$ cat src/rtl/md_ctrl.sv
// md_ctrl: EX-stage multiply/divide sequencer owning HI/LO.
// Ports: Clk/Rst (async, active-high); Md_valid/Md_op/Rs_in/Rt_in/Flush carry the EX op;
// Md_stall holds EX; Res_out returns MUL/MFHI/MFLO results; Mul_*/Div_* drive the external units.
module md_ctrl (
  input  logic        Clk,
  input  logic        Rst,
  input  logic        Md_valid,
  input  logic [3:0]  Md_op,
  input  logic [31:0] Rs_in,
  input  logic [31:0] Rt_in,
  input  logic        Flush,
  output logic        Md_stall,
  output logic [31:0] Res_out,
  output logic        Mul_start,
  output logic        Mul_signed,
  output logic [31:0] Mul_a,
  output logic [31:0] Mul_b,
  input  logic        Mul_done,
  input  logic [31:0] Mul_hi,
  input  logic [31:0] Mul_lo,
  output logic        Div_start,
  output logic        Div_signed,
  output logic [31:0] Div_a,
  output logic [31:0] Div_b,
  input  logic        Div_done,
  input  logic [31:0] Div_q,
  input  logic [31:0] Div_r
);
  typedef enum logic [2:0] {IDLE, MUL_WAIT, DIV_WAIT, DONE, DRAIN_MUL, DRAIN_DIV} state_t;
  state_t state_q, state_d;
  logic [31:0] hi_q, hi_d, lo_q, lo_d, mul_res_q, mul_res_d;
  logic [31:0] mul_a_q, mul_a_d, mul_b_q, mul_b_d, div_a_q, div_a_d, div_b_q, div_b_d;
  logic        res_mul_q, res_mul_d, mul_start_q, mul_start_d, div_start_q, div_start_d;
  logic        mul_signed_q, mul_signed_d, div_signed_q, div_signed_d;
  logic        op_ok, is_mul, is_div, is_unit, drain, mf_ok, serve, issue;
  assign op_ok   = Md_valid && Md_op != 4'd0 && Md_op <= 4'd9;
  assign is_mul  = op_ok && Md_op >= 4'd7;
  assign is_div  = op_ok && Md_op <= 4'd2;
  assign is_unit = is_mul || is_div;
  assign drain   = state_q == DRAIN_MUL || state_q == DRAIN_DIV;
  // MT/MF are serviced while an abandoned unit op drains, just as in IDLE
  assign mf_ok   = (state_q == IDLE || drain) && op_ok;
  assign serve   = mf_ok && !Flush;
  assign issue   = state_q == IDLE && !Flush && is_unit;
  assign Md_stall = !Rst && (state_q == MUL_WAIT || state_q == DIV_WAIT || issue || (drain && is_unit));
  assign Res_out = Rst ? 32'd0 :
                   state_q == DONE ? (res_mul_q ? mul_res_q : 32'd0) :
                   (mf_ok && Md_op == 4'd3) ? hi_q :
                   (mf_ok && Md_op == 4'd4) ? lo_q : 32'd0;
  assign Mul_start  = mul_start_q;
  assign Mul_signed = mul_signed_q;
  assign Mul_a      = mul_a_q;
  assign Mul_b      = mul_b_q;
  assign Div_start  = div_start_q;
  assign Div_signed = div_signed_q;
  assign Div_a      = div_a_q;
  assign Div_b      = div_b_q;
  always_comb begin
    state_d      = state_q;
    hi_d         = (serve && Md_op == 4'd5) ? Rs_in : hi_q;
    lo_d         = (serve && Md_op == 4'd6) ? Rs_in : lo_q;
    mul_res_d    = mul_res_q;
    res_mul_d    = res_mul_q;
    mul_start_d  = 1'b0;
    div_start_d  = 1'b0;
    mul_signed_d = mul_signed_q;
    div_signed_d = div_signed_q;
    mul_a_d      = mul_a_q;
    mul_b_d      = mul_b_q;
    div_a_d      = div_a_q;
    div_b_d      = div_b_q;
    case (state_q)
      IDLE: begin
        if (issue && is_mul) begin
          mul_start_d  = 1'b1;
          mul_signed_d = Md_op != 4'd9;
          mul_a_d      = Rs_in;
          mul_b_d      = Rt_in;
          res_mul_d    = Md_op == 4'd7;
          state_d      = MUL_WAIT;
        end else if (issue) begin
          res_mul_d = 1'b0;
          // a zero divisor skips the unit and just spends one stall cycle
          if (Rt_in != 32'd0) begin
            div_start_d  = 1'b1;
            div_signed_d = Md_op == 4'd1;
            div_a_d      = Rs_in;
            div_b_d      = Rt_in;
            state_d      = DIV_WAIT;
          end else begin
            state_d = DONE;
          end
        end
      end
      MUL_WAIT: begin
        if (Flush) begin
          state_d = Mul_done ? IDLE : DRAIN_MUL;
        end else if (Mul_done) begin
          mul_res_d = res_mul_q ? Mul_lo : mul_res_q;
          hi_d      = res_mul_q ? hi_q : Mul_hi;
          lo_d      = res_mul_q ? lo_q : Mul_lo;
          state_d   = DONE;
        end
      end
      DIV_WAIT: begin
        if (Flush) begin
          state_d = Div_done ? IDLE : DRAIN_DIV;
        end else if (Div_done) begin
          hi_d    = Div_r;
          lo_d    = Div_q;
          state_d = DONE;
        end
      end
      DONE:      state_d = IDLE;
      DRAIN_MUL: state_d = Mul_done ? IDLE : DRAIN_MUL;
      DRAIN_DIV: state_d = Div_done ? IDLE : DRAIN_DIV;
      default:   state_d = IDLE;
    endcase
  end
  always_ff @(posedge Clk or posedge Rst) begin
    if (Rst) begin
      state_q      <= IDLE;
      hi_q         <= 32'd0;
      lo_q         <= 32'd0;
      mul_res_q    <= 32'd0;
      res_mul_q    <= 1'b0;
      mul_start_q  <= 1'b0;
      div_start_q  <= 1'b0;
      mul_signed_q <= 1'b0;
      div_signed_q <= 1'b0;
      mul_a_q      <= 32'd0;
      mul_b_q      <= 32'd0;
      div_a_q      <= 32'd0;
      div_b_q      <= 32'd0;
    end else begin
      state_q      <= state_d;
      hi_q         <= hi_d;
      lo_q         <= lo_d;
      mul_res_q    <= mul_res_d;
      res_mul_q    <= res_mul_d;
      mul_start_q  <= mul_start_d;
      div_start_q  <= div_start_d;
      mul_signed_q <= mul_signed_d;
      div_signed_q <= div_signed_d;
      mul_a_q      <= mul_a_d;
      mul_b_q      <= mul_b_d;
      div_a_q      <= div_a_d;
      div_b_q      <= div_b_d;
    end
  end
endmodule
$ cat config.mk
export PLATFORM = sky130hd
export DESIGN_NAME = md_ctrl
export DESIGN_NICKNAME = d
export VERILOG_FILES = /design/src/rtl/md_ctrl.sv
export SDC_FILE = /design/constraint.sdc
export NUM_CORES = 1
export LEC_CHECK = 0
export ABC_AREA = 1
export CAP_MARGIN = 25
export CORE_MARGIN = 2
export CORE_UTILIZATION = 45
export CTS_CLUSTER_SIZE = 8
export DETAILED_ROUTE_END_ITERATION = 6
export GPL_ROUTABILITY_DRIVEN = 0
export PLACE_DENSITY = 0.88
export REMOVE_ABC_BUFFERS = 1
export SLEW_MARGIN = 20
export SYNTH_ARGS = -nofsm -noshare
export SYNTH_HDL_FRONTEND = slang
export SYNTH_SLANG_ARGS = --single-unit
$ cat constraint.sdc
create_clock -name Clk -period 21.2 [get_ports Clk]
set_input_delay 3.18 -clock Clk [delete_from_list [all_inputs] [get_ports Clk]]
set_output_delay 3.18 -clock Clk [all_outputs]
set_load 0.05 [all_outputs]
; Word level (Yosys, flattened, before mapping)
; Cells that the tools add are included.
; W data, S select, Z words.
[op_classes]
order_cmp = 3
eq_ne = 16
n_mux = 37
bitwise = 2
reduce_logical = 32
[op_table]
columns = op, count
row1 = $mux W32, 17
row2 = $pmux W32 S2, 2
row3 = $reduce_bool A32 Y1, 1
row4 = $mux W3, 8
row5 = $eq A4 B3 Y1 const B, 4
row6 = $logic_and A1 B1 Y1, 15
row7 = $pmux W3 S5, 1
row8 = $mux W1, 9
row9 = $ne A4 B4 Y1 const B, 2
row10 = $reduce_and A4 Y1, 2
row11 = $eq A3 B2 Y1 const B, 2
row12 = $eq A3 B3 Y1 const B, 2
row13 = $logic_or A1 B1 Y1, 6
row14 = $ne A3 B3 Y1 const B, 2
row15 = $eq A4 B1 Y1 const B, 1
row16 = $eq A4 B2 Y1 const B, 1
row17 = $ge A4 B3 Y1 const B, 1
row18 = $le A4 B2 Y1 const B, 1
row19 = $le A4 B4 Y1 const B, 1
row20 = $reduce_and A2 Y1, 2
row21 = $reduce_bool A4 Y1, 1
row22 = $eq A3 B1 Y1 const B, 1
row23 = $logic_not A3 Y1, 1
row24 = $ne A3 B2 Y1 const B, 1
row25 = other kinds (4), 6
[totals]
register_bits = 232
input_bits = 202
out_inout_bits = 165
wordCells = 103

; Longest topological paths before layout
[depth]
depth_word = 10
depth_mapped = 12
ltp_nobuf = 11

; Worst setup path before layout
; OpenSTA, ideal clock, no wires.
[synth_path]
path_type = in2out
start = in Rst
end = out Res_out[22]
arrival_ns = 11.488
required_time_ns = 18.020
slack_ns = 6.532
cell_stages = 4
path_buffers = 1
path_cell_list = inv_1 -> clkbuf_1 -> o21ai_0 -> inv_1
[synth_between]
elab_chain_cells = 1
[synth_rtl]
columns = item, line
row1 = "start, declared", 6  ; input logic Rst,
row2 = $mux W32, 46  ; assign Res_out = Rst ? 32'd0 :
row3 = "end, declared", 13  ; output logic [31:0] Res_out,
; Every way passes these cells.

; Final worst setup path
[layout_path]
start = in Md_op[0]
end = out Res_out[0]
[layout_between]
elab_chain_cells = 9
word_cells_on_any_way = 13
cone_classes = 1 x order compare / 2 x eq/ne / 4 x mux / 6 x reduce/logical
[layout_rtl]
columns = item, line
row1 = "start, declared", 8  ; input logic [3:0] Md_op,
row2 = branches (longest 6 deep; another with $le A4 B4 Y1), -
row3 = $mux W32 (*), 48  ; (mf_ok && Md_op == 4'd3) ? hi_q :
row4 = $mux W32 (*), 47  ; state_q == DONE ? (res_mul_q ? mul_res_q : 32'd0) :
row5 = $mux W32 (*), 46
; Mark *: on every way between the ends.

==> metrics.cfg <==
[floorplan]
core_um2=27000
die_w_um=170
die_area_um2=28800
rows=60
die_y_um=170
pin_count=367
start_util_pct=45.8

[timing]
worstMarginPinSlew_ns=1.07
report.final.slew_viol_count=0
max_freq_mhz=106
period_share_pct=44.6
setup_slack_ns=11.74
hold_viol=0
rsz0062_at_grt=no
slew-limit-headroom_pct=29.0
post-route-min-period_ns=9.46
tns_ns=0
fin_worst_skew_ns=0.0101
setup_viol=0

[min_path]
min_path_type=reg -> reg

[synth]
ys_seq_area_share_pct=47.1
postSynthCellCount=1698
synth-warning-count=0
syn_area_um2=12300
avgSynthCellArea_um2=7.26
yosys_register_bits=232
yosysUniqueCellTypes=25

[clock_tree]
clock-sinks=232
cts.reportedPaths.clkPinSlew_ns=0.05
cts_tree=built
cts_resized=0
cts-hold-fix-buffers=0
clk-insertion-delay-late_ns=0.49
h-tree-depth=2
clockRootBuffer=clkbuf_16
cts_buffers=34
post_cts_buffers=0
cts_buffer_depth=3

[power_and_ir_drop]
p_per_area_nw_per_um2=145
max-vdd-ir-drop_uv=91.6
power_frac_comb_pct=49.8
total_power_uw=2470
switching_share_pct=46.4
switchingPower_uw=1150
p_int_uw=1320
p_leak_uw=0.00835
p_clk_share_pct=19.3
seqPwrFrac_pct=30.9

[grt]
antenna_found_initial=3
grt_pass1_wl_um=69300
grt_pass1_vias=13300
gr-usage-all-layers_pct=30.5
grt_max_degree=135
overflow=0

[final_layout]
fillers=2169
nets=2208
post-route-util_pct=63.3
area_growth_pct=38.4
drive_above_1_share_pct=3.39

[setup_path]
endpoint_kind=output pin
worstPathMaxFanout=32
worstPathRequired_ns=18.02
crit_type=in -> out
start_kind=primary input
cp.arrival_ns=6.28

[drt]
drt-initial-drc-count=1443
drtAntennaViolNets=0
routed_wl_um=44700
first_pass_iters=6
drc=0
wl_per_cell_um=19.0
vias_per_cell=5.73
vias=13500

[status]
outcome=completed

[flow_run]
maxCapViolations=0

[placement]
numPortBuffers=366
pre_cts_slack_ns=11.77
hpwlAfterDp_um=29700

==> placed cells by master (no fill, tap or decap) <==
cell and instances:
o21ai_0 270, nor2_4 3, nand3_1 102, o21ai_1 44, a221oi_1 2, o32ai_1 1
clkinv_1 2, nand2_4 1, nor2_1 82, nand2_2 2, nand3_2 4, clkbuf_1 1
a31oi_1 1, nand4_1 41, inv_4 1, clkbuf_16 35, inv_1 268, dfrtp_1 231
inv_2 2, buf_4 12, o211ai_1 5, inv_8 1, nand2_1 412, a21oi_1 45
dfrtp_2 1, nor3_1 5, nand3_4 1, buf_12 1, a22o_1 31, nor3_4 2
diode_2 3, inv_6 1, o22ai_1 30, nor2_2 1, clkdlybuf4s50_1 366
==> flip-flops by register name, summed over array words and instances (netlist names), 3 cells and up <==
register and flops:
mul_res_q 32, Mul_b 32, hi_q 32, state_q 3, lo_q 32, Div_b 32, Mul_a 32, Div_a 32
==> critical path: stages <==
cell and delay [ns]:
clkdlybuf4s50_1 0.61, nor2_1 0.08, nand2_1 0.08, nand3_2 0.14, nor2_4 0.15, nand2_2 0.54, o22ai_1 0.44, o21ai_0 0.13
inv_1 0.09, clkdlybuf4s50_1 0.79
==> synthesized netlist by cell type <==
library cell / number / share of area (%)
nor2_4: 1 / 0.091
a21oi_1: 45 / 1.8
clkbuf_1: 76 / 2.3
nand2_1: 415 / 13
nor3_1: 5 / 0.20
clkbuf_2: 1 / 0.041
inv_1: 273 / 8.3
nor2_1: 84 / 2.6
nand3_1: 105 / 4.3
o21ai_1: 44 / 1.8
a221oi_1: 2 / 0.14
a22o_1: 31 / 2.2
buf_1: 2 / 0.061
dfrtp_1: 232 / 47
nand3_2: 2 / 0.16
o211ai_1: 5 / 0.30
nor3_2: 2 / 0.16
inv_2: 1 / 0.030
nand4_1: 41 / 2.1
o22ai_1: 30 / 1.5
a31oi_1: 1 / 0.051
o32ai_1: 1 / 0.071
o21ai_0: 270 / 11
buf_2: 28 / 1.1
nor2_2: 1 / 0.051
==> worst paths after layout <==
path                               to  slack, ns  depth (start not counted)       start
setup / recovery           Res_out[0]      11.74                         10    Md_op[0]
hold reg to reg             Mul_a[19]       0.48                          2   Mul_a[19]
hold / removal              Mul_a[19]       0.48                          2   Mul_a[19]
max in group asynchronous   Div_a[16]      16.68                          3         Rst
min in group asynchronous    Div_b[9]       3.27                          2         Rst
setup reg to reg              hi_q[9]      18.02                          9  state_q[1]
==> cell families (layout without fill, tap and decap cells) <==
| logic type | after synthesis | after routing | share of synthesized area, % |
|---|---|---|---|
| and+or+nand+nor | 656 | 656 | 22.2 |
| AOI/OAI and AO/OA | 429 | 429 | 18.9 |
| buffers and inverters | 381 | 690 | 11.9 |
| DFF | 232 | 232 | 47.1 |
| other | 0 | 3 | 0 |
==> metal layers <==
| metal | track usage (%) | vias up | part of all wire (%) |
|---|---|---|---|
| li1 | - | 6083 | - |
| met1 | 36.4 | 6299 | 37 |
| met2 | 50.9 | 880 | 47 |
| met3 | 6.55 | 198 | 10 |
| met4 | 18.1 | 0 | 6.0 |
| met5 | 0 | - | 0 |
==> area by class of cell <==
type	instances	area, um2	area share (%)
diodes	3	7.51	0.0440
clock buffers	36	880	5.15
clock inverters	1	8.76	0.0513
inverters	274	1040	6.08
multi-input cells	1085	5130	30.0
flip-flops and latches	232	5810	34.0
well taps	341	427	2.50
repair buffers	379	3770	22.1
==> power groups by stage <==
stage / clock, uW / sequential (uW) / combinational (uW)
2_1_floorplan: 0 / 1150 / 383
3_3_place_gp: 0 / 752 / 1180
3_5_place_dp: 0 / 761 / 1220
4_1_cts: 481 / 759 / 1230
5_1_grt: 500 / 781 / 1320
6_report: 477 / 763 / 1230
==> per-stage QoR <==
step	cell area, um2	cells	hold WS [ns]
after floorplan	11900	1591	0.453
after global routing	17100	2350	0.501
after CTS	17100	2348	0.485
final	17100	2351	0.481
after global placement	16200	2311	0.465
after detailed placement	16200	2311	0.472
Power figures use the tool's default switching activity.
